File: config.mk
export PLATFORM = sky130hd
export DESIGN_NAME = biquad8_coeff_loader
export DESIGN_NICKNAME = d
export VERILOG_FILES = /design/src/rtl/biquad8_loader_pkg.sv /design/src/rtl/biquad8_coeff_loader.sv
export SDC_FILE = /design/constraint.sdc
export NUM_CORES = 1
export LEC_CHECK = 0
export CELL_PAD_IN_SITES_DETAIL_PLACEMENT = 0
export CELL_PAD_IN_SITES_GLOBAL_PLACEMENT = 1
export CORE_ASPECT_RATIO = 0.5
export CORE_MARGIN = 5
export CORE_UTILIZATION = 29
export CTS_BUF_LIST = sky130_fd_sc_hd__clkbuf_8
export DETAILED_ROUTE_END_ITERATION = 16
export PLACE_DENSITY = 0.8
export SLEW_MARGIN = 25
export SYNTH_ARGS = -nofsm -noshare
export SYNTH_HDL_FRONTEND = slang
export SYNTH_SLANG_ARGS = --single-unit
File: constraint.sdc
create_clock -name wb_clk_i -period 1.7 [get_ports wb_clk_i]
set_input_delay 0.34 -clock wb_clk_i [delete_from_list [all_inputs] [get_ports wb_clk_i]]
set_output_delay 0.34 -clock wb_clk_i [all_outputs]
set_load 0.02 [all_outputs]
File: src/rtl/biquad8_loader_pkg.sv
// Shared types and register map for the biquad8 coefficient loader.
// Optional commit write is enabled by defining BIQUAD8_LOADER_UPDATE_EN.
package biquad8_loader_pkg;

  typedef enum logic [2:0] {
    S_IDLE,
    S_FETCH,
    S_LATCH,
    S_WRITE,
    S_GAP,
    S_FINISH
`ifdef BIQUAD8_LOADER_UPDATE_EN
    , S_UPDATE
`endif
  } state_e;

  typedef enum logic [1:0] {
    STAT_OK      = 2'd0,
    STAT_BUS_ERR = 2'd1,
    STAT_TIMEOUT = 2'd2
  } status_e;

  localparam logic [6:0] ADR_UPDATE    = 7'h00;
  localparam logic [6:0] ADR_ZERO_FIR  = 7'h04;
  localparam logic [6:0] ADR_POLE_IIR  = 7'h08;
  localparam logic [6:0] ADR_POLE_FIR0 = 7'h10;
  localparam logic [6:0] ADR_POLE_FIR1 = 7'h14;
  localparam logic [6:0] ADR_POLE_FIR2 = 7'h18;
  localparam logic [6:0] ADR_POLE_FIR3 = 7'h1C;

  // Pole-FIR bank j (0..3) to its register address.
  function automatic logic [6:0] pole_fir_adr(input int unsigned j);
    case (j)
      0:       return ADR_POLE_FIR0;
      1:       return ADR_POLE_FIR1;
      2:       return ADR_POLE_FIR2;
      default: return ADR_POLE_FIR3;
    endcase
  endfunction

endpackage

File: src/rtl/biquad8_coeff_loader.sv
// Walks the coefficient table and writes each entry to the biquad over a
// Wishbone initiator. Define BIQUAD8_LOADER_UPDATE_EN to append the commit
// write (adr 0x00, data 1) after the last coefficient.
module biquad8_coeff_loader
  import biquad8_loader_pkg::*;
#(
  parameter int unsigned NFIR     = 8,
  parameter int unsigned NPOLE    = 2,
  parameter int unsigned NIIR     = 4,
  parameter int unsigned TIMEOUT  = 255,
  parameter int unsigned TABLE_AW = 6
) (
  input  logic                wb_clk_i,
  input  logic                wb_rst_ni,
  input  logic                start_i,
  output logic                busy_o,
  output logic                done_o,
  output logic [1:0]          status_o,
  output logic                coeff_rd_o,
  output logic [TABLE_AW-1:0] coeff_adr_o,
  input  logic [17:0]         coeff_dat_i,
  output logic                wb_cyc_o,
  output logic                wb_stb_o,
  output logic                wb_we_o,
  output logic [6:0]          wb_adr_o,
  output logic [31:0]         wb_dat_o,
  output logic [3:0]          wb_sel_o,
  input  logic                wb_ack_i,
  input  logic                wb_err_i,
  input  logic                wb_rty_i,
  input  logic [31:0]         wb_dat_i
);

  localparam int unsigned TOTAL = NFIR + 4 * NPOLE + NIIR;
  localparam int unsigned IDXW  = (TOTAL < 2) ? 1 : $clog2(TOTAL + 1);
  localparam int unsigned TMOW  = (TIMEOUT < 2) ? 1 : $clog2(TIMEOUT + 1);
  localparam logic [IDXW-1:0] LAST_IDX = IDXW'(TOTAL - 1);

  if (TOTAL > (1 << TABLE_AW)) begin : g_table_too_small
    $error("biquad8_coeff_loader: NFIR+4*NPOLE+NIIR exceeds 2**TABLE_AW");
  end

  state_e            state_q, state_d;
  status_e           status_q, status_d;
  logic [IDXW-1:0]   idx_q, idx_d;
  logic [TMOW-1:0]   tmo_q, tmo_d;
  logic              rgap_q, rgap_d;
  logic [6:0]        adr_q, adr_d;
  logic [31:0]       dat_q, dat_d;
  logic [3:0]        sel_q, sel_d;

  logic              in_bus;
  state_e            ack_next;

  logic              unused_dat;
  assign unused_dat = ^wb_dat_i;

  // Table index to destination register.
  function automatic logic [6:0] target_adr(input logic [IDXW-1:0] idx);
    int unsigned i;
    i = 32'(idx);
    if (i < NFIR) return ADR_ZERO_FIR;
    if (i < NFIR + 4 * NPOLE) return pole_fir_adr((i - NFIR) / NPOLE);
    return ADR_POLE_IIR;
  endfunction

  // Next-state, handshake and timeout decisions.
  always_comb begin
    state_d  = state_q;
    status_d = status_q;
    idx_d    = idx_q;
    tmo_d    = '0;
    rgap_d   = 1'b0;
    adr_d    = adr_q;
    dat_d    = dat_q;
    sel_d    = sel_q;

`ifdef BIQUAD8_LOADER_UPDATE_EN
    in_bus   = (state_q == S_WRITE) || (state_q == S_UPDATE);
    ack_next = (state_q == S_UPDATE) ? S_FINISH : S_GAP;
`else
    in_bus   = (state_q == S_WRITE);
    ack_next = S_GAP;
`endif

    case (state_q)
      S_IDLE: begin
        if (start_i) begin
          state_d  = S_FETCH;
          status_d = STAT_OK;
          idx_d    = '0;
        end
      end
      S_FETCH: state_d = S_LATCH;
      S_LATCH: begin
        dat_d   = 32'(coeff_dat_i);
        adr_d   = target_adr(idx_q);
        sel_d   = 4'hF;
        state_d = S_WRITE;
      end
      S_GAP: begin
        if (idx_q == LAST_IDX) begin
`ifdef BIQUAD8_LOADER_UPDATE_EN
          state_d = S_UPDATE;
          adr_d   = ADR_UPDATE;
          dat_d   = 32'h1;
          sel_d   = 4'h1;
`else
          state_d = S_FINISH;
`endif
        end else begin
          idx_d   = idx_q + 1'b1;
          state_d = S_FETCH;
        end
      end
      S_FINISH: state_d = S_IDLE;
      default: ;
    endcase

    // Shared by coefficient and commit writes; a retry holds stb low for the
    // rgap cycle with the timeout counter parked at zero.
    if (in_bus && !rgap_q) begin
      if (wb_err_i) begin
        state_d  = S_FINISH;
        status_d = STAT_BUS_ERR;
      end else if (wb_ack_i) begin
        state_d = ack_next;
      end else if (wb_rty_i) begin
        rgap_d = 1'b1;
      end else if (tmo_q == TMOW'(TIMEOUT - 1)) begin
        state_d  = S_FINISH;
        status_d = STAT_TIMEOUT;
      end else begin
        tmo_d = tmo_q + 1'b1;
      end
    end
  end

  // State and datapath registers.
  always_ff @(posedge wb_clk_i or negedge wb_rst_ni) begin
    if (!wb_rst_ni) begin
      state_q  <= S_IDLE;
      status_q <= STAT_OK;
      idx_q    <= '0;
      tmo_q    <= '0;
      rgap_q   <= 1'b0;
      adr_q    <= '0;
      dat_q    <= '0;
      sel_q    <= '0;
    end else begin
      state_q  <= state_d;
      status_q <= status_d;
      idx_q    <= idx_d;
      tmo_q    <= tmo_d;
      rgap_q   <= rgap_d;
      adr_q    <= adr_d;
      dat_q    <= dat_d;
      sel_q    <= sel_d;
    end
  end

  assign busy_o      = (state_q != S_IDLE);
  assign done_o      = (state_q == S_FINISH);
  assign status_o    = status_q;
  assign coeff_rd_o  = (state_q == S_FETCH);
  assign coeff_adr_o = TABLE_AW'(idx_q);
  assign wb_cyc_o    = in_bus;
  assign wb_stb_o    = in_bus && !rgap_q;
  assign wb_we_o     = in_bus;
  assign wb_adr_o    = adr_q;
  assign wb_dat_o    = dat_q;
  assign wb_sel_o    = sel_q;

endmodule
[Word level (Yosys, flattened, before mapping)]
Index checks and enable logic that the tools add are counted.
Storage, ports and cells
  output and inout port bits: 57
  bits in latches: 0
  memory bits (writable): 0
  memories kept: 0
  register bits after elaboration: 45
  bits of input ports: 56
  logic and storage cells: 68
  bits in read-only memories: 0
Operators by class
  equal/unequal tests: 11
  div/mod/pow operators: 0
  add/sub/neg operators: 3
  shift operators: 0
  multiply operators: 0
  bitwise logic cells: 0
  order comparisons: 2
  reductions and logical operators: 7
  muxes and demuxes: 37
Operators by type and width (number)
  two-way mux 8 bit: 5
  logical NOT 32 bit: 1
  == test 31 x 1 -> 1 bit (second input constant): 1
  == test 31 x 2 -> 1 bit (second input constant): 1
  two-way mux 7 bit: 4
  two-way mux 3 bit: 7
  one-hot mux 3 bit (5 select lines): 1
  two-way mux 2 bit: 7
  one-hot mux 4 bit (3 select lines): 1
  two-way mux 5 bit: 2
  one-hot mux 5 bit (2 select lines): 1
  two-way mux 1 bit: 9
  adder 8 x 1 -> 8 bit (second input constant): 1
  == test 8 bit (second input constant): 1
  == test 3 x 2 -> 1 bit (second input constant): 2
  == test 3 bit (second input constant): 2
  subtractor 5 x 4 -> 6 bit (second input constant): 1
  adder 5 x 1 -> 5 bit (second input constant): 1
  == test 5 bit (second input constant): 1
  < comparator 5 x 4 -> 1 bit (second input constant): 1
  < comparator 5 bit (second input constant): 1
  != test 2 bit (second input constant): 2
  == test 3 x 1 -> 1 bit (second input constant): 1
  logical NOT 3 bit: 1
  5 further kinds: 5

[Depth between registers and ports, before layout]
Gate-level depths: netlist (run 1).
  word-level depth: 8
  gate-level depth with buffers: 7
  mapped depth without buffers: 5

[Least setup slack after synthesis (run 1)]
OpenSTA, ideal clock, no wires.
  kind: reg-to-reg
  start point: register state_q[2]
  end point: register status_q[0], in the netlist status_o[0]
  path buffers: 1
  setup slack: 61 ps
  stages on the path, launching flop included: 6
  arrival time: 1517 ps
  cell sequence: dfrtp_1 -> buf_6 -> and4bb_4 -> nand2b_2 -> or3_1 -> a32o_1
Between the ends
  elaborated cells between the ends (all ways): 9
  classes of those cells: eq/ne: 1; mux: 6; reduce/logical: 2
RTL lines
  start, declared: RTL line biquad8_coeff_loader.sv:43  | state_e state_q, state_d;
  start signal, assigned: RTL line biquad8_coeff_loader.sv:151  | state_q <= state_d;
  == test 3 x 2 -> 1 bit: RTL line biquad8_coeff_loader.sv:82  | in_bus = (state_q == S_WRITE);
  logical AND 1 bit
  named net wb_stb_o: RTL line biquad8_coeff_loader.sv:23  | output logic wb_stb_o,
  two-way mux 2 bit: RTL line biquad8_coeff_loader.sv:122  | if (in_bus && !rgap_q) begin
  named net status_d[0]: RTL line biquad8_coeff_loader.sv:44  | status_e status_q, status_d;
  end signal, assigned: RTL line biquad8_coeff_loader.sv:152  | status_q <= status_d;
  end, declared: RTL line biquad8_coeff_loader.sv:44
The timed path passes the listed nets, and every way through them passes these cells.
A chain may end at the register's enable or synchronous reset.

[Worst setup path in the final report (run 1)]
  start point: register state_q[2]
  end point: register status_q[0], in the netlist status_o[0]
Between the ends
  cells in the longest elaborated chain, start to end: 7
  elaborated cells between the ends (all ways): 9
  classes of those cells: eq/ne: 1; mux: 6; reduce/logical: 2
Ends and longest elaborated chain
  logical NOT 3 bit: RTL line biquad8_coeff_loader.sv:86  | case (state_q)
  two-way mux 2 bit: RTL line biquad8_coeff_loader.sv:86
  two-way mux 2 bit: RTL line biquad8_coeff_loader.sv:130  | end else if (tmo_q == TMOW'(TIMEOUT - 1)) begin
  two-way mux 2 bit: RTL line biquad8_coeff_loader.sv:128  | end else if (wb_rty_i) begin
  two-way mux 2 bit: RTL line biquad8_coeff_loader.sv:126  | end else if (wb_ack_i) begin
  two-way mux 2 bit: RTL line biquad8_coeff_loader.sv:123  | if (wb_err_i) begin
  two-way mux 2 bit (*): RTL line biquad8_coeff_loader.sv:122
  named net status_d[0]: RTL line biquad8_coeff_loader.sv:44
Mark *: on every way through the listed nets, which the timed path passes. The rest lies on a longest branch.

==> results.json, run 1 <==
{
  "fin_skew_ns": 0.00492,
  "cts_max_level": 2,
  "cts_tree": "built",
  "seqCellArea_sq_um": 1030,
  "peakVddDrop_v": 0.000339,
  "grt_usage_pct": 10.0,
  "r2r_slack_ns": 0.05,
  "hold_viol_final": 0,
  "drv_cap": 0,
  "wirelength_microns": 4490,
  "yosysMostFrequentCell": "dfrtp_1",
  "insertion_delay_ns": 0.29,
  "initial_core_util_pct": 30.0,
  "power_density_nw_per_um2": 708,
  "setup_viol": 0,
  "dieHeight_microns": 69.0,
  "cts.clk_slew.worst_paths_ns": 0.08,
  "ys_ff_latch": 41,
  "fin_crit_ns": 1.65,
  "num_rows": 21,
  "min_path_type": "input port to async pin",
  "synth.distinct_cells": 35,
  "synth_warnings": 0,
  "setup_tns_ns": 0,
  "vias_per_cell": 4.46,
  "max_slew_margin_pct": 65.4,
  "synth_common_cells": "41 x dfrtp_1, 25 x buf_4, 19 x mux2_2, 13 x nor2_1, 12 x nand2_1",
  "required_ns": 1.88,
  "synth_top_family_by_area": "simple AND/OR/NAND/NOR gates",
  "synth_area_per_cell_sq_um": 10.9,
  "grt_max_degree": 42,
  "slowest_stage": "dfrtp_1",
  "design_area_sq_um": 2840,
  "endpoint_kind": "flip-flop",
  "grt_pass1_vias": 1538,
  "synthFlopType": "dfrtp_1",
  "ant_nets": 0,
  "rsz0062_at_grt": "no",
  "core_sq_um": 6730,
  "die_area_sq_um": 8840,
  "grt_pass1_wl_microns": 7300,
  "cpLargestDelayFamily": "simple AND/OR/NAND/NOR gates",
  "outcome": "finished clean",
  "antenna_cells": 0,
  "synth_area_leaders": "dfrtp_1 51%, mux2_2 11%, buf_4 9.3%",
  "synth-edff-count": 0,
  "remaining_drc_errors": 0,
  "max_stage_delay_ns": 0.42,
  "overflow": 0,
  "root_buffer": "clkbuf_8",
  "crit_chain": "and4bb_4 > buf_6 > nand2b_2 > or3_4 > a32o_1",
  "power.leakage_nw": 1.32,
  "vias": 1561,
  "synth_top_area_share_pct": 50.8,
  "finalNetCount": 316,
  "slew_viol_final": 0,
  "drive_gt1_share_pct": 24.0,
  "cp_num_buf_inv": 1,
  "synth_top_cell_by_area": "dfrtp_1",
  "synthArstFlopShare_pct": 100,
  "die_w_microns": 128,
  "io-pin-count": 113,
  "muxShareOfSynthArea_pct": 10.6,
  "place_area_sq_um": 2700,
  "clkSinkCount": 41,
  "gp_congestion": 0.780,
  "synth-seq-area-share_pct": 50.8,
  "first_pass_iters": 4,
  "antenna_found_initial": 0,
  "synthesis.area_sq_um": 2020,
  "synthXorXnorAreaFrac_pct": 2.17,
  "yosys.area_share.simple_pct": 14.5,
  "path_class": "flip-flop to flip-flop",
  "netlist_instances": 185,
  "fmax_mhz": 605,
  "hold_buffers": 0,
  "synth_compound_area_share_pct": 8.11,
  "dp_hpwl_microns": 3340,
  "cts_buffers": 5,
  "drtIter0Drc": 68,
  "multi_input_area_sq_um": 828,
  "cts.path.max_buffers": 2,
  "port_buffers": 61,
  "cp-start-kind": "flip-flop",
  "arrival_ns": 1.84,
  "tightest_slew_ns": 0.519,
  "wl_per_cell_microns": 12.8,
  "area_growth_syn_to_layout_pct": 40.7,
  "period_share_pct": 97.3,
  "worstPathMaxFanout": 4,
  "fillCellCount": 649,
  "synthAdderAreaFrac_pct": 1.86
}
[layout make-up]
class,instances,area share (%)
clock inverters,3,2.29
well taps,92,4.05
inverters,6,0.792
multi-input cells,126,29.1
clock buffers,5,2.42
flip-flops and latches,41,36.2
repair buffers,77,25.2
[what timing repair did]
item | in CTS | in global routing
pin swaps | 0 | 2
gates resized for setup | 20 | 10
endpoints found under the setup margin | 12 | 8
buffers inserted | 0 | 3
[layer usage]
layer	vias to the layer above	GRT usage [%]	routed length, microns	part of all wire, %
met2	48	17.6	2300	51
met5	-	0	0	0
met1	770	11.9	1830	41
met3	7	3.01	277	6.2
li1	736	-	-	-
met4	0	2.94	79	1.8
[per-stage QoR]
| stage | util, % | cells | power (mW) | worst slack [ns] | hold slack (ns) |
|---|---|---|---|---|---|
| 3_3_place_gp | 40.2 | 339 | 1.12 | -0.0251 | 0.430 |
| 6_report | 42.3 | 350 | 2.01 | 0.0462 | 0.0976 |
| 4_1_cts | 42.1 | 347 | 2.03 | 0.00822 | 0.126 |
| 2_1_floorplan | - | 203 | 1.07 | 0.0610 | 0.0444 |
| 3_5_place_dp | 40.2 | 339 | 1.12 | -0.0371 | 0.442 |
| 5_1_grt | 42.3 | 350 | 2.08 | 0.00739 | 0.147 |
[sequential cells by signal (all words and copies together), names as in the netlist]
register,cells
state_q,3
idx_q,5
wb_dat_o,18
tmo_q,8
wb_adr_o,3
wb_sel_o,1
status_o,2
rgap_q,1
[worst paths after layout]
| kind | end | depth (start not counted) | startpoint |
|---|---|---|---|
| max reg2reg | status_o[0]$_DFF_PN0_ | 5 | state_q[2]$_DFF_PN0_ |
| min | status_o[1]$_DFF_PN0_ | 2 | wb_rst_ni |
| min reg2reg | wb_dat_o[0]$_DFFE_PN0N_ | 1 | wb_dat_o[0]$_DFFE_PN0N_ |
| max | status_o[0]$_DFF_PN0_ | 5 | state_q[2]$_DFF_PN0_ |
| min in group wb_clk_i | wb_dat_o[0]$_DFFE_PN0N_ | 1 | wb_dat_o[0]$_DFFE_PN0N_ |
| max in group asynchronous | state_q[1]$_DFF_PN0_ | 2 | wb_rst_ni |
[power breakdown]
group / leakage, nW / switching [mW] / internal [mW]
combinational: 0.706 / 0.0704 / 0.0518
sequential: 0.549 / 0.00239 / 0.976
clock: 0.0681 / 0.331 / 0.583
[worst reg2reg max path: cells and delay by family (launching register included)]
kind	cells	cell delay, ns
simple gates	3	0.80
buf+inv	1	0.10
compound gates	1	0.22
flops	1	0.42
[cell usage in the layout (no fill, tap or decap), types with 2 or more instances in the layout]
master and count:
clkdlybuf4s50_1 48, a21boi_0 2, bufinv_16 2, buf_2 3, conb_1 19, o21ai_0 11
nand4_1 3, nor4_1 2, dfrtp_1 39, nor2_1 13, buf_4 13, nand2b_1 3
dfrtp_2 2, nand2_1 12, nand3_1 4, xor2_1 4, a21oi_1 8, nor3_1 2
dlygate4sd2_1 6, clkbuf_2 3, clkbuf_8 5, ha_1 3, mux2_2 19, a22o_2 3
and3_1 3, inv_1 6, and4bb_2 2
[logic make-up after synthesis]
kind of cell | after synthesis
xor gates and xnor gates | 5
buffers and inverters | 36
AOI/OAI and AO/OA | 27
adders and majority gates | 3
muxes | 19
and+or+nand+nor | 53
DFF | 41
other | 1
No activity file was read; power rests on OpenSTA's default activity.
==> run 2, diff against run 1 <==
- GPL_TIMING_DRIVEN: default -> 0
==> results.json, run 2 (synthesis results as in run 1) <==
{
  "outcome": "finished clean",
  "die_area_sq_um": 8840,
  "fillCellCount": 663,
  "hold_viol_final": 0,
  "cts_tree": "built",
  "power.leakage_nw": 1.44,
  "finalNetCount": 338,
  "port_buffers": 61,
  "vias_per_cell": 4.26,
  "numPlacedInstances": 357,
  "grt_usage_pct": 10.2,
  "layout.cells.non_filler": 372,
  "num_rows": 21,
  "arrival_ns": 1.84,
  "grt_pass1_vias": 1568,
  "gp_congestion": 0.759,
  "peakVddDrop_v": 0.000251,
  "worst_slack_ns": 0.0320,
  "reg2reg_depth": 5,
  "cp-start-kind": "flip-flop",
  "required_ns": 1.87,
  "multi_input_area_sq_um": 841,
  "drtIter0Drc": 51,
  "min_path_type": "input port to async pin",
  "endpoint_kind": "flip-flop",
  "slowest_stage": "dfrtp_1",
  "fin_crit_ns": 1.67,
  "hold_ws_ns": 0.503,
  "seqCellArea_sq_um": 1030,
  "first_pass_iters": 4,
  "startpoint": "state_q[2]$_DFF_PN0_",
  "r2r_slack_ns": 0.03,
  "rsz0062_at_grt": "yes",
  "die_w_microns": 128,
  "wl_per_cell_microns": 12.5,
  "tightest_slew_ns": 0.536,
  "root_buffer": "clkbuf_8",
  "ant_nets": 0,
  "dieHeight_microns": 69.0,
  "vias": 1584,
  "antenna_found_initial": 0,
  "grt_pass1_wl_microns": 7440,
  "max_stage_delay_ns": 0.37,
  "core_sq_um": 6730,
  "slew_viol_final": 0,
  "io-pin-count": 113,
  "overflow": 0,
  "cp-endpoint": "status_o[0]$_DFF_PN0_",
  "cts.path.max_buffers": 2,
  "crit_chain": "buf_6 > and4bb_4 > nand2b_2 > or3_4 > a32o_1",
  "area_growth_syn_to_layout_pct": 47.8,
  "power_density_nw_per_um2": 582,
  "cts_max_level": 2,
  "final_util_pct": 44.4,
  "clkSinkCount": 41,
  "grt_max_degree": 31,
  "cts.clk_slew.worst_paths_ns": 0.07,
  "place_ws_ns": -0.284,
  "largest_reg_flops": 18,
  "worstPathMaxFanout": 7,
  "antenna_cells": 0,
  "cts_buffers": 5,
  "fin_skew_ns": 0.00920,
  "dp_hpwl_microns": 3500,
  "max_slew_margin_pct": 63.9,
  "period_share_pct": 98.1,
  "fmax_mhz": 600,
  "remaining_drc_errors": 0,
  "reg2reg_from": "state_q[2]$_DFF_PN0_",
  "drive_gt1_share_pct": 29.6,
  "insertion_delay_ns": 0.29,
  "regToRegEndpoint": "status_o[0]$_DFF_PN0_",
  "final_common_cell": "clkdlybuf4s50_1",
  "mostFrequentLayoutCells": "46 x clkdlybuf4s50_1, 41 x dfrtp_1, 34 x buf_4",
  "initial_core_util_pct": 30.0,
  "wirelength_microns": 4660,
  "setup_tns_ns": 0,
  "setup_viol": 0,
  "path_class": "flip-flop to flip-flop",
  "drv_cap": 0
}
run 2: cell count changes in the layout (fill, tap and decap cells not counted), sizes merged:
| cell | before | now |
|---|---|---|
| buf | 18 | 43 |
| bufinv | 2 | 0 |
| clkbuf | 8 | 6 |
| clkdlybuf4s15 | 1 | 0 |
| clkdlybuf4s50 | 48 | 46 |
| clkinv | 1 | 2 |
| clkinvlp | 0 | 1 |
| dlygate4sd2 | 6 | 7 |
| dlygate4sd3 | 0 | 1 |
run 2: worst min path at each step:
stage                              from                       end  cells past startpoint
2_1_floorplan                 wb_rst_ni      idx_q[0]$_DFFE_PN0P_                      0
3_3_place_gp   wb_dat_o[14]$_DFFE_PN0N_  wb_dat_o[14]$_DFFE_PN0N_                      1
3_5_place_dp                  wb_rst_ni     status_o[1]$_DFF_PN0_                      1
4_1_cts                       wb_rst_ni        tmo_q[1]$_DFF_PN0_                      2
5_1_grt                       wb_rst_ni     status_o[1]$_DFF_PN0_                      2
6_report                      wb_rst_ni     status_o[1]$_DFF_PN0_                      2
run 2: final cells by class:
| type | count | area share, % |
|---|---|---|
| sequential | 41 | 34.4 |
| multi-input combinational | 126 | 28.2 |
| timing repair buffer | 69 | 21.8 |
| buffer | 30 | 8.17 |
| tap | 92 | 3.85 |
| clock buffer | 5 | 2.30 |
| inverter | 6 | 0.880 |
| clock inverter | 3 | 0.461 |
run 2: critical path, delay by kind of cell, from the launching register on:
family	cells	cell delay, ns
AND/OR/NAND/NOR	3	0.78
flip-flops	1	0.37
AO/OA/AOI/OAI	1	0.26
buffers and inverters	1	0.14
run 2: through the flow:
stage | total power, mW | area, sq um
finish | 1.74 | 2990
global placement | 1.15 | 2810
floorplan | 1.07 | 2090
global route | 1.83 | 2990
CTS | 1.76 | 2940
detailed placement | 1.16 | 2830
run 2: routing by layer:
metal / vias up / global-route usage (%) / routed length [microns]
met5: - / 0 / 0
met4: 0 / 3.29 / 69
met3: 6 / 3.09 / 254
met2: 52 / 18.1 / 2350
met1: 754 / 11.8 / 1980
li1: 772 / - / -
run 2: what timing repair did:
| item | CTS | global route |
|---|---|---|
| endpoints found under the setup margin | 28 | 23 |
| gates resized for setup | 38 | 14 |
| pin swaps | 0 | 0 |
| setup buffers | 2 | 4 |
| hold buffers | 1 | 0 |
| hold endpoints to repair | 11 | 0 |
run 2: where the power goes:
group,switching [mW],internal (mW)
combinational,0.0793,0.0842
clock,0.321,0.279
sequential,0.000271,0.976
==> run 3, diff against run 2 <==
- SLEW_MARGIN: 25 -> 10
==> results.json, run 3 (synthesis results as in run 1) <==
{
  "outcome": "finished clean",
  "endpoint_kind": "flip-flop",
  "tightest_slew_ns": 0.590,
  "rsz0062_at_grt": "yes",
  "mostFrequentLayoutCells": "46 x clkdlybuf4s50_1, 41 x dfrtp_1, 33 x buf_4",
  "power_density_nw_per_um2": 648,
  "area_growth_syn_to_layout_pct": 49.4,
  "startpoint": "state_q[2]$_DFF_PN0_",
  "largest_reg_flops": 18,
  "clkSinkCount": 41,
  "vias": 1625,
  "hold_ws_ns": 0.424,
  "io-pin-count": 113,
  "cts_buffers": 5,
  "fin_skew_ns": 0.00391,
  "cts_max_level": 2,
  "antenna_cells": 0,
  "worstPathMaxFanout": 8,
  "drive_gt1_share_pct": 29.7,
  "die_area_sq_um": 8840,
  "grt_pass1_wl_microns": 7560,
  "final_common_cell": "clkdlybuf4s50_1",
  "setup_tns_ns": 0,
  "num_rows": 21,
  "fillCellCount": 653,
  "grt_usage_pct": 10.4,
  "grt_pass1_vias": 1628,
  "core_sq_um": 6730,
  "cp-start-kind": "flip-flop",
  "antenna_found_initial": 0,
  "path_class": "flip-flop to flip-flop",
  "seqCellArea_sq_um": 1030,
  "grt_max_degree": 37,
  "root_buffer": "clkbuf_8",
  "wl_per_cell_microns": 12.4,
  "drtIter0Drc": 53,
  "cts.path.max_buffers": 2,
  "min_path_type": "input port to async pin",
  "cts.clk_slew.worst_paths_ns": 0.08,
  "wirelength_microns": 4590,
  "numPlacedInstances": 357,
  "cts_tree": "built",
  "fin_crit_ns": 1.65,
  "dp_hpwl_microns": 3520,
  "power.leakage_nw": 1.44,
  "die_w_microns": 128,
  "vias_per_cell": 4.38,
  "multi_input_area_sq_um": 841,
  "required_ns": 1.88,
  "hold_viol_final": 0,
  "gp_congestion": 0.759,
  "setup_viol": 0,
  "fmax_mhz": 606,
  "ant_nets": 0,
  "slew_viol_final": 0,
  "remaining_drc_errors": 0,
  "port_buffers": 61,
  "dieHeight_microns": 69.0,
  "max_slew_margin_pct": 60.3,
  "peakVddDrop_v": 0.000269,
  "layout.cells.non_filler": 371,
  "period_share_pct": 97.0,
  "reg2reg_from": "state_q[2]$_DFF_PN0_",
  "overflow": 0,
  "finalNetCount": 337,
  "drv_cap": 0,
  "insertion_delay_ns": 0.29,
  "initial_core_util_pct": 30.0,
  "arrival_ns": 1.83,
  "first_pass_iters": 4
}
-- run 3: path summary, 6_finish.rpt --
kind	end	slack (ns)	cells after the start
min in group wb_clk_i	wb_dat_o[13]$_DFFE_PN0N_	0.51	1
hold reg to reg	wb_dat_o[13]$_DFFE_PN0N_	0.51	1
hold / removal	status_o[1]$_DFF_PN0_	0.42	2
setup reg to reg	status_o[0]$_DFF_PN0_	0.05	5
max in group asynchronous	wb_dat_o[14]$_DFFE_PN0N_	0.84	3
setup / recovery	status_o[0]$_DFF_PN0_	0.05	5
-- run 3: area by class of cell --
type                    instances  share of cell area [%]
plain buffers                  30                    8.16
clock buffers                   6                    2.74
clock inverters                 2                    1.24
inverters                       6                   0.870
multi-input cells             126                    27.8
flip-flops and latches         41                    34.0
well taps                      92                    3.81
repair buffers                 68                    21.3
-- run 3: timing repair --
item	CTS	global route
setup buffers	2	3
resized for setup	40	11
setup endpoints to repair	28	22
hold buffers	1	0
endpoints found under the hold margin	5	0
-- run 3: layer usage --
layer / share of wire, % / global-route usage [%]
met5: 0 / 0
met4: 2.4 / 4.71
met3: 5.5 / 2.93
met2: 50 / 17.7
met1: 42 / 12.3
-- run 3: through the flow --
stage	setup WS [ns]	total power [mW]	util [%]	cell area, sq um
3_5_place_dp	-0.270	1.16	42.1	2830
5_1_grt	-0.00746	2.05	44.9	3020
3_3_place_gp	-0.730	1.15	41.8	2810
2_1_floorplan	0.0610	1.07	-	2090
4_1_cts	0.00424	1.99	44.3	2980
6_report	0.0503	1.96	44.9	3020
-- run 3: report_power, final --
part | switching, mW | total, mW | internal (mW)
Clock | 0.338 | 0.816 | 0.477
Sequential | 0.000303 | 0.976 | 0.975
Combinational | 0.0796 | 0.164 | 0.0843
-- run 3: worst max-delay path: stages (launching register included) --
cell,delay [ns]
dfrtp_1,0.38
buf_6,0.13
and4bb_4,0.34
nand2b_2,0.07
or3_4,0.36
a32o_1,0.26
==> edit 1: new RTL, settings of run 1 <==
Make the reset (`wb_rst_ni`) synchronous in one clocked block.
--- a/src/rtl/biquad8_coeff_loader.sv
+++ b/src/rtl/biquad8_coeff_loader.sv
@@ -137,7 +137,7 @@
   end
 
   // State and datapath registers.
-  always_ff @(posedge wb_clk_i or negedge wb_rst_ni) begin
+  always_ff @(posedge wb_clk_i) begin
     if (!wb_rst_ni) begin
       state_q  <= S_IDLE;
       status_q <= STAT_OK;
Behaviour: differs if wb_rst_ni is asserted again (counterexample within 4 cycles, from zero or initial values and one cycle with wb_rst_ni low); with wb_rst_ni held inactive, the same outputs for 10 cycles.
==> edit 1 against run 1 <==
Area after synthesis down 6.5%; largest cell class is now multi-input combinational cells; setup slack worse by 0.0084 ns; wire length grew 2.5%; cell area decreased by 2.7%; sequential cell count unchanged; core utilization up 2.3 points.
Power is not compared: it rests on default switching activity, and its combinational part moved more than twofold at a synthesized area within 25%.
==> edit 1: results (changes against run 1) <==
[status]
status = finished clean

[critical_path]
crit_fanout = 12  ; +8
cpPeakStageDelay_ns = 0.38  ; -0.04 ns
slowest_stage = dfxtp_2
crit_arrival_ns = 1.32  ; -0.52 ns
cp_top_family = flip-flops

[route]
drt_wl_total_um = 4603  ; +2.5%
vias_per_cell = 4.440  ; -0.45%
met2_length_um = 2259  ; -2.0%
via_count = 1736  ; +11%
dr_wl_met3_um = 330  ; +19%

[timing]
fin_skew_ns = 0.006553  ; +0.001637 ns
finalCritPeriodShare = 0.9778  ; +0.004955
holdWs_ns = 0.4550  ; +0.3574 ns

[cells_and_area]
drive_gt1_frac = 0.1485  ; -0.09180
final_nets = 361  ; +14%
fillers = 627  ; -3.4%
multi_input_cells = 164  ; +30%
buffers = 84  ; +9.1%
multi_input_area_sq_um = 917.1  ; +11%
bufAreaShareNonClock = 0.2812  ; +0.02954
nClkBuffers = 6  ; +1
clk_share = 0.04204  ; -0.005031

[grt]
grt_pass1_vias = 1596  ; +3.8%
grt_util_all_layers = 0.1067  ; +0.006252
grt_max_degree = 13  ; -69%
use_met3 = 0.02969  ; -0.0004064
met2_usage = 0.1962  ; +0.02011
grt_pass1_wl_um = 7162  ; -1.9%

[synthesis]
synthTopCellsByArea = dfxtp_1, buf_4, nand2_1
synth_xor_xnor_area_share = 0.01391  ; -0.007765
synthAdderAreaFrac = 0.01987  ; +0.001292
synthMuxAreaShare = 0  ; -0.1059
ys_types = 38  ; +8.6%

[floorplanning]
fp.dieArea_sq_um = 8327  ; -5.8%

[cts]
cts_resized = 17  ; -15%

[placed_design]
dp_cells = 383  ; +13%
post-place-ws_ns = -0.08956  ; -0.05250 ns
detailed_place_hpwl_um = 3543  ; +6.2%

[min_path]
hold_path_class = reg2reg

==> edit 1: cell count changes after synthesis, moves of 5 or more <==
cell | before | now
nor2_1 | 13 | 7
dfxtp_1 | 0 | 41
a21oi_1 | 8 | 25
dfrtp_1 | 41 | 0
nand2_1 | 12 | 46
clkbuf_1 | 2 | 9
mux2_2 | 19 | 0
nor3_1 | 2 | 7
==> edit 1: where the power goes <==
group          switching, W  leakage (nW)  total [W]  internal, W
registers         0.0000293         0.333    0.00103      0.00100
clock network      0.000334        0.0626   0.000807     0.000473
logic              0.000254         0.735   0.000475     0.000221
total              0.000618          1.13    0.00232      0.00170
==> edit 1: path summary, 6_finish.rpt <==
kind	from	depth (start not counted)	to
max reg2reg	state_q[0]	5	status_o[1]
min	wb_dat_o[8]	2	wb_dat_o[8]
max	state_q[2]	3	wb_we_o
min reg2reg	wb_dat_o[8]	2	wb_dat_o[8]
==> edit 2: new RTL, config.mk and constraints of run 1 <==
Made on the original files. `TABLE_AW`: 6 -> 5.
--- a/src/rtl/biquad8_coeff_loader.sv
+++ b/src/rtl/biquad8_coeff_loader.sv
@@ -8,7 +8,7 @@
   parameter int unsigned NPOLE    = 2,
   parameter int unsigned NIIR     = 4,
   parameter int unsigned TIMEOUT  = 255,
-  parameter int unsigned TABLE_AW = 6
+  parameter int unsigned TABLE_AW = 5
 ) (
   input  logic                wb_clk_i,
   input  logic                wb_rst_ni,
Interface: changed (resized coeff_adr_o); port bits go from 113 to 112. The function was not compared with the original's and may differ.
==> edit 2 against run 1 <==
Wire length is 3.8% lower; count of clock-buffer cells in the layout is 1 higher; power is 15% lower; clock skew about the same; sequential cell count is the same; hold slack better by 0.011 ns; area after synthesis fell by 0.37%; cell area down 1.8%; setup slack got worse by 0.0041 ns; die area decreased by 0.33%.
==> edit 2: results (changes against run 1) <==
[route]
drtIter0Drc = 30  ; -56%
vias_per_cell = 4.387  ; -1.6%
drt_pre_antenna_iters = 4  ; unchanged
wl_per_cell_um = 12.48  ; -2.7%
drt_wl_total_um = 4318  ; -3.8%

[synthesis]
syn_area_per_cell_sq_um = 10.94  ; +0.17%
synthMuxAreaShare = 0.1063  ; +0.0003948
yosys_warnings = 0  ; unchanged
synth_flop_cell = dfrtp_1
seq_area_frac_synth = 0.5096  ; +0.001893
yosys-top-cells-count = dfrtp_1, buf_4, mux2_2, nor2_1, nand2_1
synthTopCellsByArea = dfrtp_1, mux2_2, buf_4
synth-compound-area-share = 0.08142  ; +0.0003025
synth_xor_xnor_area_share = 0.02175  ; +0.00008081
synthAdderAreaFrac = 0.01865  ; +0.00006927

[critical_path]
cp_top_family = buffers and inverters
slowest_stage = dfrtp_1
rr_startpoint = state_q[2]
cpPeakStageDelay_ns = 0.40  ; -0.02 ns
crit_fanout = 5  ; +1
ff2ff_path_depth = 5  ; unchanged
r2r_end = status_o[0]
r2r_setup_slack_ns = 0.05
worstSetupStartpointType = flip-flop

[cells_and_area]
drive_gt1_frac = 0.2205  ; -0.01984
largest_reg_flops = 18  ; unchanged
final_nets = 313  ; -0.95%
diodes = 0  ; unchanged

[grt]
grt_pass1_vias = 1527  ; -0.72%
grt_pass1_wl_um = 7058  ; -3.3%
grt_util_all_layers = 0.09969  ; -0.0007956

[cts]
clk_latency_ns = 0.28
numCtsBuffers = 5  ; unchanged
clockBufferDepth = 2  ; unchanged
root_buffer = clkbuf_8
htreeDepth = 2  ; unchanged

[power_and_ir_drop]
p_leak_nw = 1.290  ; -2.5%
vdd_drop_max_uv = 264.5  ; -22%
switchingPower_w = 0.0003738  ; -7.4%

[placed_design]
dp_cells = 339  ; unchanged
gp_congestion = 0.8134  ; +4.2%
detailed_place_hpwl_um = 3281  ; -1.6%
placed_area_sq_um = 2706  ; +0.14%
io_buffers = 61  ; unchanged

[timing]
tightest_slew_ns = 0.5149  ; -0.004108 ns
fin_skew_ns = 0.005343  ; +0.0004281 ns

[status]
status = finished clean

[min_path]
hold_path_class = in2async

==> edit 2: repair_timing <==
item / in CTS / in global routing
endpoints found under the setup margin: 10 / 5
gates cloned: 0 / 0
gates resized for setup: 19 / 5
==> edit 2: how the worst max path moves through the flow <==
stage                  endpoint  slack (ns)  cells past startpoint
finish                  wb_we_o        0.04                      3
global route           wb_cyc_o       -0.01                      3
CTS                    wb_cyc_o       0.002                      3
detailed placement     wb_stb_o       0.003                      2
global placement    status_o[0]       0.007                      4
floorplan           status_o[0]        0.06                      5
==> edit 2: kinds of logic after synthesis <==
logic type      Yosys count
simple gates             53
flops                    41
buf+inv                  35
compound gates           27
mux                      19
xor+xnor                  5
fa+ha+maj                 3
other cells               1
==> edit 2: metal layers <==
layer  track usage  part of all wire  vias to the layer above
li1              -                 -                      729
met2        0.1862              0.52                       50
met4       0.03175             0.014                        0
met5             0                 0                        -
met3       0.02615             0.070                        5
met1        0.1144              0.40                      734
==> edit 2: power by group through the flow <==
stage / logic (W) / registers (W) / clock network, W
2_1_floorplan: 0.0000749 / 0.000995 / 0
3_3_place_gp: 0.000118 / 0.000997 / 0
3_5_place_dp: 0.000120 / 0.000997 / 0
4_1_cts: 0.000121 / 0.000978 / 0.000656
5_1_grt: 0.000132 / 0.000978 / 0.000683
6_report: 0.000120 / 0.000979 / 0.000620
==> edit 2: area by class of cell <==
type                            instances  area, sq um
Inverter                                6        22.52
Multi-Input combinational cell        125        824.5
Fill cell                             638         3933
Clock buffer                            6        82.58
Tap cell                               92        115.1
Sequential cell                        41         1028
Clock inverter                          1        3.754
Timing Repair Buffer                   75        716.9
==> edit 2: worst register-to-register path, stage by stage, from the launching register on <==
cell	delay (ns)
dfrtp_1	0.40
and4bb_4	0.34
buf_4	0.12
nand2b_2	0.06
or3_4	0.37
a32o_1	0.26
==> edit 2: per-stage QoR <==
step,worst slack [ns],power [W],hold slack [ns]
after global placement,0.006931,0.001115,0.4303
after detailed placement,0.002896,0.001117,0.4444
final,0.04212,0.001718,0.1082
after floorplan,0.06104,0.001070,0.04441
after CTS,0.001825,0.001755,0.1248
after global routing,-0.009541,0.001794,0.1714
